--- config.mk ---
export PLATFORM = sky130hd
export DESIGN_NAME = pe_phase_sched_flat
export DESIGN_NICKNAME = d
export VERILOG_FILES = /design/src/rtl/pe_phase_sched_pkg.sv /design/src/rtl/pe_phase_sched_if.sv /design/src/rtl/pe_phase_sched_phase_cnt.sv /design/src/rtl/pe_phase_sched.sv /design/src/flat_wrapper.sv
export SDC_FILE = /design/constraint.sdc
export NUM_CORES = 1
export LEC_CHECK = 0
export CORE_MARGIN = 1.5
export CORE_UTILIZATION = 40
export DETAILED_ROUTE_END_ITERATION = 8
export HOLD_SLACK_MARGIN = 0.08
export MAX_ROUTING_LAYER = met4
export SYNTH_ARGS = -nofsm -noshare
export SYNTH_HDL_FRONTEND = slang
export SYNTH_SLANG_ARGS = --single-unit
--- constraint.sdc ---
create_clock -name clk -period 2.1 [get_ports clk]
set_input_delay 0.42 -clock clk [delete_from_list [all_inputs] [get_ports clk]]
set_output_delay 0.42 -clock clk [all_outputs]
set_load 0.02 [all_outputs]
--- src/rtl/pe_phase_sched_pkg.sv ---
// pe_phase_sched shared definitions: phase defaults,
// 3-bit state codes and the strobe bundle.
package pe_phase_sched_pkg;

  localparam int LOAD_NUM_D  = 16;
  localparam int INST_NUM_D  = 64;
  localparam int TX_NUM_D    = 4;
  localparam int SHIFT_NUM_D = 16;
  localparam int ALPHA_NUM_D = 8;
  localparam int ITER_W_D    = 7;

  localparam logic [2:0] S_IDLE  = 3'd0;
  localparam logic [2:0] S_LOAD  = 3'd1;
  localparam logic [2:0] S_CMPT  = 3'd2;
  localparam logic [2:0] S_TX    = 3'd3;
  localparam logic [2:0] S_SHIFT = 3'd4;
  localparam logic [2:0] S_OUT   = 3'd5;

  typedef struct packed {
    logic load;
    logic cmpt;
    logic tx;
    logic shift;
    logic out;
  } phase_strb_t;

  function automatic int cnt_w(input int n);
    return (n > 1) ? $clog2(n) : 1;
  endfunction

  function automatic phase_strb_t strb_dec(
    input logic [2:0] s
  );
    phase_strb_t r;
    r       = '0;
    r.load  = (s == S_LOAD);
    r.cmpt  = (s == S_CMPT);
    r.tx    = (s == S_TX);
    r.shift = (s == S_SHIFT);
    r.out   = (s == S_OUT);
    return r;
  endfunction

endpackage

--- src/rtl/pe_phase_sched_if.sv ---
// Host/array side bundle of the phase scheduler:
// run control, stream handshakes and phase strobes.
interface pe_phase_sched_if #(
  parameter int ITER_W = 7
);
  logic              start;
  logic [ITER_W-1:0] cfg_iter;
  logic              din_v;
  logic              out_ready;
  logic              load_v;
  logic              cmpt_v;
  logic              tx_v;
  logic              shift_v;
  logic              out_v;
  logic [ITER_W-1:0] iter_idx;
  logic              last_iter;
  logic              busy;
  logic              done;

  modport master (
    output start, cfg_iter, din_v, out_ready,
    input  load_v, cmpt_v, tx_v, shift_v, out_v,
    input  iter_idx, last_iter, busy, done
  );

  modport slave (
    input  start, cfg_iter, din_v, out_ready,
    output load_v, cmpt_v, tx_v, shift_v, out_v,
    output iter_idx, last_iter, busy, done
  );
endinterface

--- src/rtl/pe_phase_sched_phase_cnt.sv ---
// Clear/enable counter with terminal-count flag;
// holds at N-1 instead of wrapping.
module pe_phase_sched_phase_cnt
  import pe_phase_sched_pkg::*;
#(
  parameter int N = 4
) (
  input  logic clk,
  input  logic rst,
  input  logic clr,
  input  logic en,
  output logic tc
);
  localparam int W = cnt_w(N);
  localparam logic [W-1:0] LAST = W'(N - 1);

  logic [W-1:0] cnt;

  always_ff @(posedge clk) begin
    if (rst || clr) begin
      cnt <= '0;
    end else if (en && cnt != LAST) begin
      cnt <= cnt + 1'b1;
    end
  end

  assign tc = en && (cnt == LAST);
endmodule

--- src/rtl/pe_phase_sched.sv ---
// Lock-step phase scheduler for the PE array:
// LOAD/COMPUTE/TRANSMIT/SHIFT/OUTPUT per iteration.
module pe_phase_sched
  import pe_phase_sched_pkg::*;
#(
  parameter int LOAD_NUM  = LOAD_NUM_D,
  parameter int INST_NUM  = INST_NUM_D,
  parameter int TX_NUM    = TX_NUM_D,
  parameter int SHIFT_NUM = SHIFT_NUM_D,
  parameter int ALPHA_NUM = ALPHA_NUM_D,
  parameter int ITER_W    = ITER_W_D
) (
  input logic clk,
  input logic rst,
  pe_phase_sched_if.slave io
);
  logic [2:0]        state;
  logic [2:0]        state_nx;
  logic [ITER_W-1:0] iter_idx;
  logic [ITER_W-1:0] iter_last;
  logic              done_q;
  logic              is_last;
  logic              busy;
  phase_strb_t       strb;

  logic load_tc, cmpt_tc, tx_tc;
  logic shift_tc, out_tc;

  assign is_last = (iter_idx == iter_last);
  assign busy    = (state != S_IDLE);
  assign strb    = strb_dec(state);

  always_comb begin
    state_nx = state;
    case (state)
      S_IDLE:  if (io.start) state_nx = S_LOAD;
      S_LOAD:  if (load_tc) state_nx = S_CMPT;
      S_CMPT:
        if (cmpt_tc)
          state_nx = is_last ? S_OUT : S_TX;
      S_TX:    if (tx_tc) state_nx = S_SHIFT;
      S_SHIFT: if (shift_tc) state_nx = S_LOAD;
      S_OUT:   if (out_tc) state_nx = S_IDLE;
      default: state_nx = S_IDLE;
    endcase
  end

  // each counter restarts on entry to its own phase
  pe_phase_sched_phase_cnt #(.N(LOAD_NUM)) u_load (
    .clk (clk),
    .rst (rst),
    .clr (state_nx == S_LOAD && !strb.load),
    .en  (strb.load && io.din_v),
    .tc  (load_tc)
  );

  pe_phase_sched_phase_cnt #(.N(INST_NUM)) u_cmpt (
    .clk (clk),
    .rst (rst),
    .clr (state_nx == S_CMPT && !strb.cmpt),
    .en  (strb.cmpt),
    .tc  (cmpt_tc)
  );

  pe_phase_sched_phase_cnt #(.N(TX_NUM)) u_tx (
    .clk (clk),
    .rst (rst),
    .clr (state_nx == S_TX && !strb.tx),
    .en  (strb.tx),
    .tc  (tx_tc)
  );

  pe_phase_sched_phase_cnt #(.N(SHIFT_NUM)) u_shift (
    .clk (clk),
    .rst (rst),
    .clr (state_nx == S_SHIFT && !strb.shift),
    .en  (strb.shift),
    .tc  (shift_tc)
  );

  pe_phase_sched_phase_cnt #(.N(ALPHA_NUM)) u_out (
    .clk (clk),
    .rst (rst),
    .clr (state_nx == S_OUT && !strb.out),
    .en  (strb.out && io.out_ready),
    .tc  (out_tc)
  );

  always_ff @(posedge clk) begin
    if (rst) begin
      state     <= S_IDLE;
      iter_idx  <= '0;
      iter_last <= '0;
      done_q    <= 1'b0;
    end else begin
      state  <= state_nx;
      done_q <= strb.out && out_tc;
      if (!busy && io.start) begin
        iter_idx  <= '0;
        iter_last <= (io.cfg_iter == '0) ? '0
                   : io.cfg_iter - 1'b1;
      end else if (shift_tc && !is_last) begin
        iter_idx <= iter_idx + 1'b1;
      end
    end
  end

  assign io.load_v    = strb.load;
  assign io.cmpt_v    = strb.cmpt;
  assign io.tx_v      = strb.tx;
  assign io.shift_v   = strb.shift;
  assign io.out_v     = strb.out;
  assign io.busy      = busy;
  assign io.iter_idx  = iter_idx;
  assign io.last_iter = busy && is_last;
  assign io.done      = done_q;

  a_iter_sat: assert property (
    @(posedge clk) disable iff (rst)
    iter_idx <= iter_last
  );

  a_onehot: assert property (
    @(posedge clk) disable iff (rst)
    busy ? $onehot(strb) : (strb == '0)
  );
endmodule

--- src/flat_wrapper.sv ---
// flat-port wrapper written by rule: the top's interface ports become plain ports
module pe_phase_sched_flat import pe_phase_sched_pkg::*;
#(
  parameter int LOAD_NUM  = LOAD_NUM_D,
  parameter int INST_NUM  = INST_NUM_D,
  parameter int TX_NUM    = TX_NUM_D,
  parameter int SHIFT_NUM = SHIFT_NUM_D,
  parameter int ALPHA_NUM = ALPHA_NUM_D,
  parameter int ITER_W    = ITER_W_D
)
  (clk, rst, io_start, io_cfg_iter, io_din_v, io_out_ready, io_load_v, io_cmpt_v, io_tx_v, io_shift_v, io_out_v, io_iter_idx, io_last_iter, io_busy, io_done);
  pe_phase_sched_if #(.ITER_W(ITER_W)) io_i ();
  input logic clk;
  input logic rst;
  input wire logic [$bits(io_i.start)-1:0] io_start;
  input wire logic [$bits(io_i.cfg_iter)-1:0] io_cfg_iter;
  input wire logic [$bits(io_i.din_v)-1:0] io_din_v;
  input wire logic [$bits(io_i.out_ready)-1:0] io_out_ready;
  output wire logic [$bits(io_i.load_v)-1:0] io_load_v;
  output wire logic [$bits(io_i.cmpt_v)-1:0] io_cmpt_v;
  output wire logic [$bits(io_i.tx_v)-1:0] io_tx_v;
  output wire logic [$bits(io_i.shift_v)-1:0] io_shift_v;
  output wire logic [$bits(io_i.out_v)-1:0] io_out_v;
  output wire logic [$bits(io_i.iter_idx)-1:0] io_iter_idx;
  output wire logic [$bits(io_i.last_iter)-1:0] io_last_iter;
  output wire logic [$bits(io_i.busy)-1:0] io_busy;
  output wire logic [$bits(io_i.done)-1:0] io_done;
  assign io_i.start = io_start;
  assign io_i.cfg_iter = io_cfg_iter;
  assign io_i.din_v = io_din_v;
  assign io_i.out_ready = io_out_ready;
  assign io_load_v = io_i.load_v;
  assign io_cmpt_v = io_i.cmpt_v;
  assign io_tx_v = io_i.tx_v;
  assign io_shift_v = io_i.shift_v;
  assign io_out_v = io_i.out_v;
  assign io_iter_idx = io_i.iter_idx;
  assign io_last_iter = io_i.last_iter;
  assign io_busy = io_i.busy;
  assign io_done = io_i.done;
  pe_phase_sched #(.LOAD_NUM(LOAD_NUM), .INST_NUM(INST_NUM), .TX_NUM(TX_NUM), .SHIFT_NUM(SHIFT_NUM), .ALPHA_NUM(ALPHA_NUM), .ITER_W(ITER_W)) u_core (.clk(clk), .rst(rst), .io(io_i));
endmodule
==> results of run 1 <==
power by group through the flow:
| stage | Clock [µW] | Sequential [µW] | Combinational, µW |
|---|---|---|---|
| 6_report | 641 | 723 | 138 |
| 3_3_place_gp | 0 | 739 | 142 |
| 3_5_place_dp | 0 | 740 | 142 |
| 5_1_grt | 691 | 725 | 153 |
| 2_1_floorplan | 0 | 737 | 78.9 |
| 4_1_cts | 658 | 723 | 140 |
final cells by class:
cell class | count | area share [%]
clock buffer | 7 | 3.668
clock inverter | 1 | 1.276
inverter | 6 | 0.9569
multi-input combinational | 166 | 44.87
sequential | 37 | 31.53
tap | 52 | 2.764
timing repair buffer | 38 | 14.94
how the worst max path moves through the flow:
stage / endpoint / depth (start not counted)
detailed placement: u_core.iter_last[3]$_SDFFE_PP0P_ / 8
floorplan: u_core.u_cmpt.cnt[2]$_SDFFE_PP0P_ / 7
global placement: io_last_iter / 4
finish: io_busy / 4
global route: io_last_iter / 4
CTS: io_cmpt_v / 3
worst max-delay path: cells and delay by family, from the launching register on:
kind / cells / cell delay (ps)
buf+inv: 3 / 780
flops: 1 / 430
simple gates: 1 / 80
repair_timing:
| item | 4_1_cts | 5_1_grt |
|---|---|---|
| hold buffers | 0 | 0 |
| setup buffers | 0 | 0 |
| gates resized for setup | 4 | 4 |
| endpoints found under the setup margin | 4 | 4 |
| endpoints found under the hold margin | 0 | 0 |
cell usage in the layout, fill, tap and decap left out, types with 2 or more instances in the layout:
cell / count
nand2_1: 23
nand3_1: 13
ha_1: 8
o21ai_0: 13
clkbuf_8: 6
nand4_1: 5
and2_1: 2
mux2i_1: 5
dlymetal6s2s_1: 2
and3_1: 2
nor3b_1: 2
xnor2_1: 14
a21oi_1: 10
dlygate4sd2_1: 3
or3_1: 5
or4_1: 2
buf_4: 12
inv_1: 6
nor3_1: 8
dfxtp_1: 36
a211oi_1: 2
nor2b_1: 2
nor2_1: 20
xor2_1: 8
clkdlybuf4s50_1: 20
a311oi_1: 4
nand2b_1: 2
state kept, by name, indices dropped and copies added, names as in the netlist:
signal,count
u_core.u_cmpt.cnt,6
u_core.state,3
u_core.u_shift.cnt,4
u_core.u_load.cnt,4
u_core.io.done,1
u_core.iter_last,7
u_core.u_tx.cnt,2
u_core.u_out.cnt,3
u_core.io.iter_idx,7
logic make-up (layout without fill, tap and decap cells):
logic type / count (synthesis) / in the layout / share of synthesized area [%]
and+or+nand+nor: 95 / 95 / 26.87
DFF: 37 / 37 / 40.27
AOI/OAI and AO/OA: 36 / 36 / 11.91
xor gates and xnor gates: 22 / 22 / 10.48
buffers and inverters: 10 / 52 / 2.313
adders and majority gates: 8 / 8 / 5.442
muxes: 5 / 5 / 2.721
through the flow:
step	hold WS, ps	power, µW	worst slack (ps)	setup TNS, ps
CTS	480.0	1521	18.07	0
finish	476.3	1502	94.27	0
global route	494.6	1569	-30.42	-30.42
floorplan	445.2	815.6	296.1	0
global placement	458.6	881.2	98.12	0
detailed placement	465.5	881.9	55.91	0
layer usage:
| metal | vias up | share of wire, % | track usage [%] |
|---|---|---|---|
| met1 | 714 | 50 | 19.88 |
| met2 | 21 | 45 | 24.40 |
| met5 | - | 0 | - |
| met3 | 7 | 3.5 | 4.416 |
| met4 | 0 | 1.5 | 5.660 |
| li1 | 834 | - | - |
==> flow_metrics.py, run 1 <==
metrics = {
    "worst_setup_path": {
        "worst_path_max_delay_cell": "clkdlybuf4s50_1",
        "worstPathMaxFanout": 7,
        "critPathLaunchType": "flop",
        "ff2ff_path_depth": 5,
        "slowest_delay_ps": 590,
        "end_kind": "output pin",
        "reg2reg_to": "u_core.io.iter_idx[6]$_SDFFE_PP0P_",
        "rr_startpoint": "u_core.state[2]$_SDFF_PP0_",
        "critPathRequiredTime_ps": 1680,
        "cp-startpoint": "u_core.state[1]$_SDFF_PP0_",
        "reg2reg_slack_ps": 300,
        "path_cells": "nor3_1 > buf_4 > inv_1 > clkdlybuf4s50_1",
        "worstSetupPathType": "flop to output pin",
        "worstPathArrival_ps": 1590,
    },
    "clock_tree": {
        "cts_buffers": 5,
        "root_buffer": "clkbuf_8",
        "insertion_delay_ps": 290,
        "clock_sinks": 37,
        "tritoncts": "built",
        "clk_pin_slew_ps": 80,
        "cts-htree-levels": 2,
        "clockBufferDepth": 2,
    },
    "min_path": {
        "whs_endpoint": "u_core.iter_last[0]$_SDFFE_PP0P_",
        "hp-class": "flop to flop",
        "hp-start": "u_core.iter_last[0]$_SDFFE_PP0P_",
        "hold_depth": 2,
    },
    "route": {
        "vias": 1576,
        "wl_per_cell_um": 12.00,
        "drt-initial-drc-count": 68,
        "drcViolationCount": 0,
        "postRouteAntennaNets": 0,
        "routed_wl_um": 3685,
        "viasPerCell": 5.134,
        "first_pass_iters": 4,
    },
    "power_and_ir_drop": {
        "p_per_area_nw_per_um2": 638.2,
        "pwr-share-clk_pct": 42.7,
        "combPwrFrac_pct": 9.2,
        "intPower_uw": 1167,
        "p_sw_share_pct": 22.34,
        "pwr-share-seq_pct": 48.1,
        "ir_drop_uv": 426.9,
        "p_leak_uw": 0.0009166,
        "netSwitchingPower_uw": 335.5,
    },
    "layout": {
        "antenna_cells": 0,
        "regArea_um2": 742.0,
        "num-fill-cells": 415,
        "areaGrowthSynthToFinish_pct": 27.96,
        "nets": 274,
        "drive_above_1_share_pct": 10.59,
        "fin_cells": 307,
        "fin_area_um2": 2354,
        "final_util_pct": 53.68,
        "multi_input_area_um2": 1056,
    },
    "yosys": {
        "yosysTopAreaCell": "dfxtp_1",
        "synth_common_cells": "dfxtp_1 (37), nand2_1 (23), nor2_1 (20), xnor2_1 (14)",
        "yosysTopAreaCellShare_pct": 40.27,
        "syn_area_um2": 1839,
        "synth_edf_count": 0,
        "yosysMostFrequentCell": "dfxtp_1",
        "ys_seq_area_share_pct": 40.27,
        "ys.flop_type": "dfxtp_1",
        "synthTopCellsByArea": "dfxtp_1 (40%), xnor2_1 (6.7%), ha_1 (5.4%)",
        "yosysUniqueCellTypes": 41,
        "ys_ff_latch": 37,
        "synth.avg_cell_area_um2": 8.635,
        "async_reset_ff_share_pct": 0,
        "synthCells": 213,
        "yosysWarnings": 0,
        "synthesis.nets": 233,
    },
    "floorplan": {
        "io_pins": 27,
        "rows": 24,
        "die_w_um": 70.81,
        "die_area_um2": 5014,
        "die_y_um": 70.81,
        "core_um2": 4384,
        "start_util_pct": 41.95,
    },
    "flow_run": {
        "maxCapViolCount": 0,
    },
    "timing": {
        "finalSetupViolCount": 0,
        "final_hold_viol_count": 0,
        "skew_ps": 7.355,
        "worstMarginPinSlew_ps": 462.9,
        "period_share_pct": 95.51,
        "rsz0062_at_grt": "true",
        "fin_crit_ps": 2006,
        "timing.fmax_ghz": 0.4986,
        "slew_headroom_pct": 68.82,
        "drv_slew": 0,
    },
    "place": {
        "place_inst": 299,
        "port_buffers": 26,
        "hpwl_um": 2867,
        "place.gp.congestion": 0.7801,
        "placed_cell_area_um2": 2235,
    },
    "run_status": {
        "status": "completed",
    },
    "global_route": {
        "overflow": 0,
        "first_global_vias": 1379,
        "grt_max_degree": 14,
        "grt_use_total_pct": 15.82,
        "grt_pass1_wl_um": 6161,
        "grt_antenna_before_repair": 0,
    },
}
Power figures use the tool's default switching activity.
==> run 2, diff against run 1 <==
--- a/config.mk
+++ b/config.mk
@@ -6,10 +6,11 @@
 export NUM_CORES = 1
 export LEC_CHECK = 0
 export CORE_MARGIN = 1.5
-export CORE_UTILIZATION = 40
+export CORE_UTILIZATION = 53
 export DETAILED_ROUTE_END_ITERATION = 8
 export HOLD_SLACK_MARGIN = 0.08
 export MAX_ROUTING_LAYER = met4
+export PLACE_DENSITY = 0.78
 export SYNTH_ARGS = -nofsm -noshare
 export SYNTH_HDL_FRONTEND = slang
 export SYNTH_SLANG_ARGS = --single-unit
==> flow_metrics.py, run 2 (synthesis results as in run 1) <==
metrics = {
    "place": {
        "hpwl_um": 2897,
        "place.gp.congestion": 0.7455,
        "port_buffers": 26,
        "place_ws_ps": 21.01,
    },
    "clock_tree": {
        "tritoncts": "built",
        "cts-htree-levels": 2,
        "insertion_delay_ps": 340,
        "root_buffer": "clkbuf_4",
        "clock_sinks": 37,
        "cts_buffers": 5,
        "clk_pin_slew_ps": 110,
        "post-cts-setup-buffers": 0,
        "clockBufferDepth": 2,
    },
    "timing": {
        "timing.fmax_ghz": 0.4942,
        "slew_headroom_pct": 67.09,
        "worstMarginPinSlew_ps": 488.4,
        "final_hold_viol_count": 0,
        "fin_crit_ps": 2023,
        "finalSetupViolCount": 0,
        "finalWorstSetupSlack_ps": 76.65,
        "rsz0062_at_grt": "false",
        "drv_slew": 0,
        "fin_tns_setup_ps": 0,
        "skew_ps": 6.347,
        "period_share_pct": 96.35,
    },
    "floorplan": {
        "start_util_pct": 55.12,
        "rows": 21,
        "die_w_um": 61.91,
        "io_pins": 27,
        "core_um2": 3337,
        "die_y_um": 61.91,
        "die_area_um2": 3833,
    },
    "worst_setup_path": {
        "rr_startpoint": "u_core.state[1]$_SDFF_PP0_",
        "reg2reg_to": "u_core.io.iter_idx[6]$_SDFFE_PP0P_",
        "end_kind": "output pin",
        "critPathLaunchType": "flop",
        "ff2ff_path_depth": 5,
        "reg2reg_slack_ps": 270,
        "worstPathArrival_ps": 1600,
        "critPathRequiredTime_ps": 1680,
        "worstSetupPathType": "flop to output pin",
        "worstPathMaxFanout": 7,
    },
    "layout": {
        "areaGrowthSynthToFinish_pct": 26.80,
        "antenna_cells": 0,
        "final_common_cell": "dfxtp_1",
        "num-fill-cells": 295,
        "final_cell_mix": "dfxtp_1 (35), nand2_1 (23), nor2_1 (20), clkdlybuf4s50_1 (19)",
        "multi_input_area_um2": 1066,
        "regArea_um2": 743.2,
        "drive_above_1_share_pct": 12.84,
        "reg_top3": "u_core.io.iter_idx (7), u_core.iter_last (7), u_core.u_cmpt.cnt (6)",
        "nets": 276,
    },
    "route": {
        "postRouteAntennaNets": 0,
        "first_pass_iters": 4,
        "drt-initial-drc-count": 65,
        "routed_wl_um": 3646,
        "wl_per_cell_um": 12.03,
        "drcViolationCount": 0,
        "viasPerCell": 5.439,
        "vias": 1648,
    },
    "global_route": {
        "overflow": 0,
        "grt_pass1_wl_um": 6189,
        "grt_max_degree": 14,
        "grt_antenna_before_repair": 0,
        "first_global_vias": 1448,
        "grt_use_total_pct": 22.82,
    },
    "power_and_ir_drop": {
        "p_total_uw": 1376,
        "p_per_area_nw_per_um2": 589.9,
        "ir_drop_uv": 423.3,
        "p_leak_uw": 0.0009023,
    },
    "run_status": {
        "status": "completed",
    },
    "min_path": {
        "hp-start": "u_core.iter_last[1]$_SDFFE_PP0P_",
        "hold_depth": 2,
        "whs_endpoint": "u_core.iter_last[1]$_SDFFE_PP0P_",
        "hp-class": "flop to flop",
    },
    "flow_run": {
        "maxCapViolCount": 0,
    },
}
run 2: cell type report:
cell class | instances | area share (%)
inverters | 6 | 0.9657
clock inverters | 1 | 1.288
clock buffers | 7 | 2.361
multi-input cells | 166 | 45.71
repair buffers | 40 | 15.34
flip-flops and latches | 37 | 31.87
well taps | 46 | 2.468
run 2: routing by layer:
layer	global-route usage, %	wire [µm]	share of wire (%)
met5	-	0	0
met4	7.295	61	1.7
met3	7.039	167	4.6
met2	36.54	1764	48
met1	27.38	1653	45
run 2: power breakdown:
group          leakage, µW  internal (µW)  switching (µW)  total, µW
clock            0.0000455            284             226        510
combinational     0.000556           66.1            74.8        141
sequential        0.000300            714            10.3        725
run 2: what timing repair did:
item	CTS	global route
resized for setup	9	6
hold buffers	0	0
gates cloned	0	0
setup endpoints to repair	7	4
run 2: how the worst max path moves through the flow:
stage                                             startpoint                                 to
after floorplan                   u_core.state[0]$_SDFF_PP0_  u_core.u_cmpt.cnt[2]$_SDFFE_PP0P_
after global placement                        io_cfg_iter[0]   u_core.iter_last[5]$_SDFFE_PP0P_
after detailed placement                      io_cfg_iter[0]   u_core.iter_last[2]$_SDFFE_PP0P_
after CTS                 u_core.io.iter_idx[4]$_SDFFE_PP0P_                       io_last_iter
after global routing              u_core.state[1]$_SDFF_PP0_                         io_shift_v
final                             u_core.state[1]$_SDFF_PP0_                         io_shift_v
run 2: per-stage QoR:
step | cell area (µm²) | hold slack [ps] | instances | utilization (%)
global placement | 2242 | 460.4 | 295 | 67.19
CTS | 2327 | 488.7 | 303 | 69.74
finish | 2332 | 486.3 | 303 | 69.89
detailed placement | 2242 | 469.9 | 295 | 67.19
floorplan | 1839 | 445.2 | 213 | -
global route | 2332 | 502.2 | 303 | 69.89
run 2: critical path: stages, from the launching register on:
cell and delay, ps:
dfxtp_2 370, or3b_4 440, inv_1 120, dlygate4sd2_1 340
==> run 3, diff against run 2 <==
--- a/config.mk
+++ b/config.mk
@@ -7,6 +7,7 @@
 export LEC_CHECK = 0
 export CORE_MARGIN = 1.5
 export CORE_UTILIZATION = 53
+export CTS_CLUSTER_DIAMETER = 200
 export DETAILED_ROUTE_END_ITERATION = 8
 export HOLD_SLACK_MARGIN = 0.08
 export MAX_ROUTING_LAYER = met4
==> results of run 3 <==
Same layout as run 2: the final DEF is identical, and so are final timing and power.
